## src/rtl/corrode_pkg.sv

```systemverilog
// corrode_pkg: shared geometry and FSM encoding for the
// streaming 3x3 erosion stage feeding the display bitmap RAM.
package corrode_pkg;

  localparam int IMG_W  = 128;
  localparam int IMG_H  = 64;
  localparam int ADDR_W = 13;

  typedef enum logic [2:0] {
    IDLE,
    RUN,
    EDGE,
    FLUSH,
    DONE
  } state_t;

endpackage

```

## src/rtl/corrode_line_buf.sv

```systemverilog
// corrode_line_buf: DEPTH-deep 1-bit shift buffer; dout is the
// bit pushed DEPTH enables ago, i.e. the same column one row up.
module corrode_line_buf #(
  parameter int DEPTH = 128
) (
  input  logic clk,
  input  logic rst_n,
  input  logic en,
  input  logic din,
  output logic dout
);

  logic [DEPTH-1:0] sr;

  always_ff @(posedge clk or negedge rst_n) begin
    if (!rst_n) begin
      sr <= '0;
    end else if (en) begin
      sr <= {sr[DEPTH-2:0], din};
    end
  end

  assign dout = sr[DEPTH-1];

endmodule

```

## src/rtl/corrode_wr_ctrl.sv

```systemverilog
// corrode_wr_ctrl: streaming 3x3 binary erosion writing one bit
// per pixel, in ascending address order, into the bitmap RAM.
module corrode_wr_ctrl #(
  parameter int IMG_W  = corrode_pkg::IMG_W,
  parameter int IMG_H  = corrode_pkg::IMG_H,
  parameter int ADDR_W = corrode_pkg::ADDR_W
) (
  input  logic              clk,
  input  logic              rst_n,
  input  logic              in_sof,
  input  logic              in_de,
  input  logic              in_bin,
  output logic              in_rdy,
  output logic              wr_ce,
  output logic [ADDR_W-1:0] wr_ad,
  output logic              wr_din,
  output logic              busy,
  output logic              frame_done
);

  import corrode_pkg::*;

  localparam int CW   = $clog2(IMG_W);
  localparam int RW   = $clog2(IMG_H);
  localparam int NPIX = IMG_W * IMG_H;

  state_t state, state_nx;

  logic [CW-1:0] col, col_nx, xi;
  logic [RW-1:0] row, row_nx, yi;
  logic last_row, last_nx;
  logic [1:0] w_top, w_mid, w_bot;
  logic lb1_q, lb2_q;
  logic acc, take, col_end, row_end, center;
  logic [ADDR_W-1:0] ya, xa, pix_ad, ad_nx;
  logic ce_nx, din_nx;

  assign acc  = in_de && in_rdy;
  assign take = acc && ((state == RUN) || in_sof);
  assign xi   = in_sof ? '0 : col;
  assign yi   = in_sof ? '0 : row;

  assign col_end = (xi == CW'(IMG_W - 1));
  assign row_end = (yi == RW'(IMG_H - 1));

  // centre of the window is one column left and one row up
  assign ya     = ADDR_W'(yi - RW'(1));
  assign xa     = ADDR_W'(xi - CW'(1));
  assign pix_ad = ya * ADDR_W'(IMG_W) + xa;

  assign center = &{w_top, lb2_q, w_mid, lb1_q, w_bot, in_bin};

  corrode_line_buf #(.DEPTH(IMG_W)) u_lb1 (
    .clk  (clk),
    .rst_n(rst_n),
    .en   (acc),
    .din  (in_bin),
    .dout (lb1_q)
  );

  corrode_line_buf #(.DEPTH(IMG_W)) u_lb2 (
    .clk  (clk),
    .rst_n(rst_n),
    .en   (acc),
    .din  (lb1_q),
    .dout (lb2_q)
  );

  always_comb begin
    state_nx = state;
    col_nx   = col;
    row_nx   = row;
    last_nx  = last_row;
    ce_nx    = 1'b0;
    ad_nx    = wr_ad;
    din_nx   = 1'b0;
    if (take) begin
      state_nx = RUN;
      col_nx   = col_end ? '0 : xi + CW'(1);
      row_nx   = !col_end ? yi : (row_end ? '0 : yi + RW'(1));
      if (xi != '0 && yi != '0) begin
        ce_nx  = 1'b1;
        ad_nx  = pix_ad;
        din_nx = center && (xi != CW'(1)) && (yi != RW'(1));
      end
      if (col_end && yi != '0) begin
        state_nx = EDGE;
        last_nx  = row_end;
      end
    end
    // EDGE and FLUSH write border zeros at the next address
    unique case (state)
      IDLE, RUN: begin
      end
      EDGE: begin
        ce_nx    = 1'b1;
        ad_nx    = wr_ad + ADDR_W'(1);
        state_nx = last_row ? FLUSH : RUN;
      end
      FLUSH: begin
        ce_nx = 1'b1;
        ad_nx = wr_ad + ADDR_W'(1);
        if (ad_nx == ADDR_W'(NPIX - 1)) state_nx = DONE;
      end
      DONE: state_nx = IDLE;
      default: state_nx = IDLE;
    endcase
  end

  always_ff @(posedge clk or negedge rst_n) begin
    if (!rst_n) begin
      state      <= IDLE;
      col        <= '0;
      row        <= '0;
      last_row   <= 1'b0;
      w_top      <= '0;
      w_mid      <= '0;
      w_bot      <= '0;
      in_rdy     <= 1'b0;
      wr_ce      <= 1'b0;
      wr_ad      <= '0;
      wr_din     <= 1'b0;
      busy       <= 1'b0;
      frame_done <= 1'b0;
    end else begin
      state      <= state_nx;
      col        <= col_nx;
      row        <= row_nx;
      last_row   <= last_nx;
      in_rdy     <= (state_nx == IDLE) || (state_nx == RUN);
      wr_ce      <= ce_nx;
      wr_ad      <= ad_nx;
      wr_din     <= din_nx;
      busy       <= (state_nx != IDLE);
      frame_done <= (state == DONE);
      if (acc) begin
        if (in_sof) begin
          w_top <= '0;
          w_mid <= '0;
          w_bot <= '0;
        end else begin
          w_top <= {w_top[0], lb2_q};
          w_mid <= {w_mid[0], lb1_q};
          w_bot <= {w_bot[0], in_bin};
        end
      end
    end
  end

endmodule

```

## config.mk

```make
export PLATFORM = sky130hd
export DESIGN_NAME = corrode_wr_ctrl
export DESIGN_NICKNAME = d
export VERILOG_FILES = /design/src/rtl/corrode_pkg.sv /design/src/rtl/corrode_line_buf.sv /design/src/rtl/corrode_wr_ctrl.sv
export SDC_FILE = /design/constraint.sdc
export NUM_CORES = 1
export LEC_CHECK = 0
export ABC_AREA = 1
export BUFFER_PORTS_ARGS = -buffer_cell sky130_fd_sc_hd__buf_2
export CAP_MARGIN = 25
export CELL_PAD_IN_SITES_DETAIL_PLACEMENT = 2
export CELL_PAD_IN_SITES_GLOBAL_PLACEMENT = 2
export CORE_AREA = 8 8 188 190
export CTS_CLUSTER_SIZE = 28
export DETAILED_ROUTE_END_ITERATION = 8
export DIE_AREA = 0 0 196 198
export GPL_TIMING_DRIVEN = 0
export PLACE_DENSITY = 0.77
export SYNTH_ARGS = -nofsm -noshare
export SYNTH_HDL_FRONTEND = slang
export SYNTH_SLANG_ARGS = --single-unit
```

## constraint.sdc

```tcl
create_clock -name clk -period 2.9 [get_ports clk]
set_clock_uncertainty 0.15 [all_clocks]
set_input_delay 0.58 -clock clk [delete_from_list [all_inputs] [get_ports clk]]
set_output_delay 0.58 -clock clk [all_outputs]
set_load 0.03 [all_outputs]
```

==> impl_metrics.yaml <==
status:
  run_status: "completed"
critical_path:
  critPathKind: "register to register"
  crit_required_ps: 3170
  worst_setup_path_start_kind: "register"
  timing.critical_path.slowest_cell_delay_ps: 410
  cp_slowest_cell: "sky130_fd_sc_hd__fa_1"
  crit_path_end_kind: "register"
  maximum_net_fanout_on_the_critical_path: 6
  critical_path.cell_chain: "inv_2 -> nor2_8 -> nor3_4 -> nand2_2 -> inv_1 -> nand2_2 -> inv_4 -> ha_1 -> inv_1 -> fa_1 -> o21ai_1 -> a21oi_1 -> o21ai_0 -> a211oi_1 -> a211oi_1"
  arr_time_crit_path_ps: 2960
timing:
  final-setup-viol-count: 0
  slew_violations: 0
  max_slew_margin_pct: 45.7
  grt_setup_unrepaired: "false"
  worst_margin_pin_slew_ps: 815
  post_route_clock_period_utilization_pct: 92.6
  max_freq_mhz: 372
  fin_crit_ps: 2690
  report.final.hold_viol_count: 0
clock_tree:
  post-cts-setup-buffer-count: 0
  cts.sinks: 297
  max_root_sink_buffers: 3
  cts_htree_levels: 2
  clkTransAtPathRegs_ps: 60
  tritoncts: "done"
  cts_root_buffer: "sky130_fd_sc_hd__clkbuf_16"
  clock_buffers_created_by_tritoncts: 36
  insertion_delay_ps: 530
synth:
  synth_top_cells_by_area: "sky130_fd_sc_hd__dfrtp_1 60%, sky130_fd_sc_hd__nand2_1 25%, sky130_fd_sc_hd__inv_1 1.7%"
  synthesis.nets: 1473
  ys.flop_type: "sky130_fd_sc_hd__dfrtp_1"
  proportion_of_register_bits_with_asynchronous_set_or_reset_after_synthesis_pct: 100
  ys_ff_latch: 297
  syn-mean-instance-area_um2: 8.52
  yosys.area.top_type_share_pct: 60.1
  synth_enable_flop_cells: 0
  share_of_synthesized_area_occupied_by_flip_flops_and_latches_pct: 60.1
  synth_area_leader_cell: "sky130_fd_sc_hd__dfrtp_1"
  post_synth_num_cell_types: 44
  post_synth_inst_count: 1452
  synthesis.area_mm2: 0.0124
  yosys_warnings: 0
hold_path:
  hold_path.class: "primary input to register"
detailed_routing:
  route.antenna.remaining_nets: 0
  post_drt_wl_per_cell_um: 15.4
  routed-via-count: 9521
  drt-vias-per-instance: 4.89
  detailedRoute.firstIterationViolations: 334
  postRouteWirelength_mm: 30.0
  dr_pass1_iterations: 4
  drc_errors: 0
die:
  dieHeight_um: 198
  placementRows: 66
  start_util_pct: 38.4
  placeableCoreArea_mm2: 0.0322
  fp.dieArea_mm2: 0.0388
  io_pins: 23
  die_x_um: 196
grt:
  grt_start_max_net_pins: 115
  grt_util_all_layers_pct: 16.0
  wire_length_of_the_first_global_routing_pass_mm: 52.3
  number_of_antenna_violations_at_the_first_check_in_global_routing: 0
  grt_overflow_total: 0
  via_count_of_the_first_global_routing_pass: 10700
pwr:
  post-layout-total-power_uw: 10300
  leakagePower_uw: 0.00779
  power.density_cell_area_mw_per_mm2: 717
  power.ir.vdd_worst_v: 0.000412
placement:
  rd_place_congestion: 0.743
  dpl.hpwl_mm: 19.5
  input_output_buffers: 21
final_layout:
  finalNetCount: 1535
  most-common-layout-cells: "828 x sky130_fd_sc_hd__nand2_1, 297 x sky130_fd_sc_hd__dfrtp_1, 63 x sky130_fd_sc_hd__clkbuf_1"
  mostFrequentLayoutCell: "sky130_fd_sc_hd__nand2_1"
  area_growth_syn_to_layout_pct: 15.6
  layout.core_utilization_pct: 44.4
  drive_above_1_share_pct: 7.08
  antenna_cells: 0
flow_run:
  max-cap-violations: 0
==> final cells by class <==
type / instances / area [um^2]
clock inverter: 13 / 203
sequential: 297 / 7430
tap: 408 / 510
inverter: 62 / 238
clock buffer: 51 / 1030
multi-input combinational: 1031 / 4450
timing repair buffer: 24 / 180
fill: 3552 / 17900
buffer: 62 / 259
==> per-layer routing <==
metal / global-route usage, % / part of all wire [%]
met5: 0 / 0
met4: 4.55 / 2.0
met3: 2.51 / 2.4
met2: 28.2 / 50
met1: 20.0 / 46
==> timing repair <==
| item | 4_1_cts | 5_1_grt |
|---|---|---|
| endpoints found under the setup margin | 1 | 1 |
| hold endpoints to repair | 20 | 0 |
| resized for setup | 1 | 4 |
| pin swaps | 0 | 1 |
| hold buffers | 1 | 0 |
==> worst paths after layout <==
kind | startpoint | slack [ps] | endpoint | cells past startpoint
max | col[2] | 210 | wr_ad[11] | 15
min | in_bin | 210 | u_lb1.sr[0] | 3
min reg2reg | u_lb2.sr[86] | 320 | u_lb2.sr[87] | 2
max in group asynchronous | rst_n | 1020 | u_lb2.sr[51] | 3
max reg2reg | col[2] | 210 | wr_ad[11] | 15
min in group asynchronous | rst_n | 530 | wr_ad[8] | 2
==> cells by family after synthesis <==
family,Yosys count,synth area share [%]
adders and majority gates,16,1.68
DFF,297,60.1
buffers and inverters,124,4.00
xor gates and xnor gates,16,1.13
and+or+nand+nor,934,29.9
AOI/OAI and AO/OA,65,3.24
==> worst max-delay path, delay by kind of cell, from the launching register on <==
family | cells | cell delay (ps)
AOI/OAI and AO/OA | 5 | 640
buffers and inverters | 4 | 360
DFF | 1 | 390
adders and majority gates | 2 | 590
and+or+nand+nor | 4 | 450
==> state kept, by name (all words and copies together) (netlist names) <==
| signal | cells |
|---|---|
| w_mid | 2 |
| u_lb2.sr | 128 |
| in_rdy | 1 |
| row | 6 |
| frame_done | 1 |
| col | 7 |
| wr_ad | 13 |
| w_top | 2 |
| state | 3 |
| w_bot | 2 |
| wr_ce | 1 |
| busy | 1 |
| last_row | 1 |
| u_lb1.sr | 128 |
| wr_din | 1 |
==> through the flow <==
step | instances | TNS, ps | setup WS (ps) | hold WS [ps] | cell area (um^2)
2_1_floorplan | 1452 | 0 | 57.9 | 134 | 12400
5_1_grt | 1948 | 0 | 22.5 | 219 | 14300
4_1_cts | 1948 | 0 | 21.6 | 200 | 14300
3_3_place_gp | 1881 | -1436940 | -4860 | 300 | 13000
3_5_place_dp | 1883 | -874 | -395 | 306 | 13100
6_report | 1948 | 0 | 213 | 209 | 14300
==> cell usage after synthesis, types with 6 or more instances <==
library cell,instances
sky130_fd_sc_hd__nand3_1,28
sky130_fd_sc_hd__inv_1,57
sky130_fd_sc_hd__o21ai_0,33
sky130_fd_sc_hd__nor2_1,40
sky130_fd_sc_hd__clkbuf_1,55
sky130_fd_sc_hd__nand2_1,829
sky130_fd_sc_hd__nor2_2,6
sky130_fd_sc_hd__xor2_1,11
sky130_fd_sc_hd__ha_1,15
sky130_fd_sc_hd__dfrtp_1,297
sky130_fd_sc_hd__nand4_1,9
==> power breakdown <==
| group | switching [uW] | internal (uW) |
|---|---|---|
| sequential | 184 | 4340 |
| clock | 1800 | 2840 |
| combinational | 772 | 316 |
| total | 2760 | 7500 |
(Power assumes the default switching activity.)
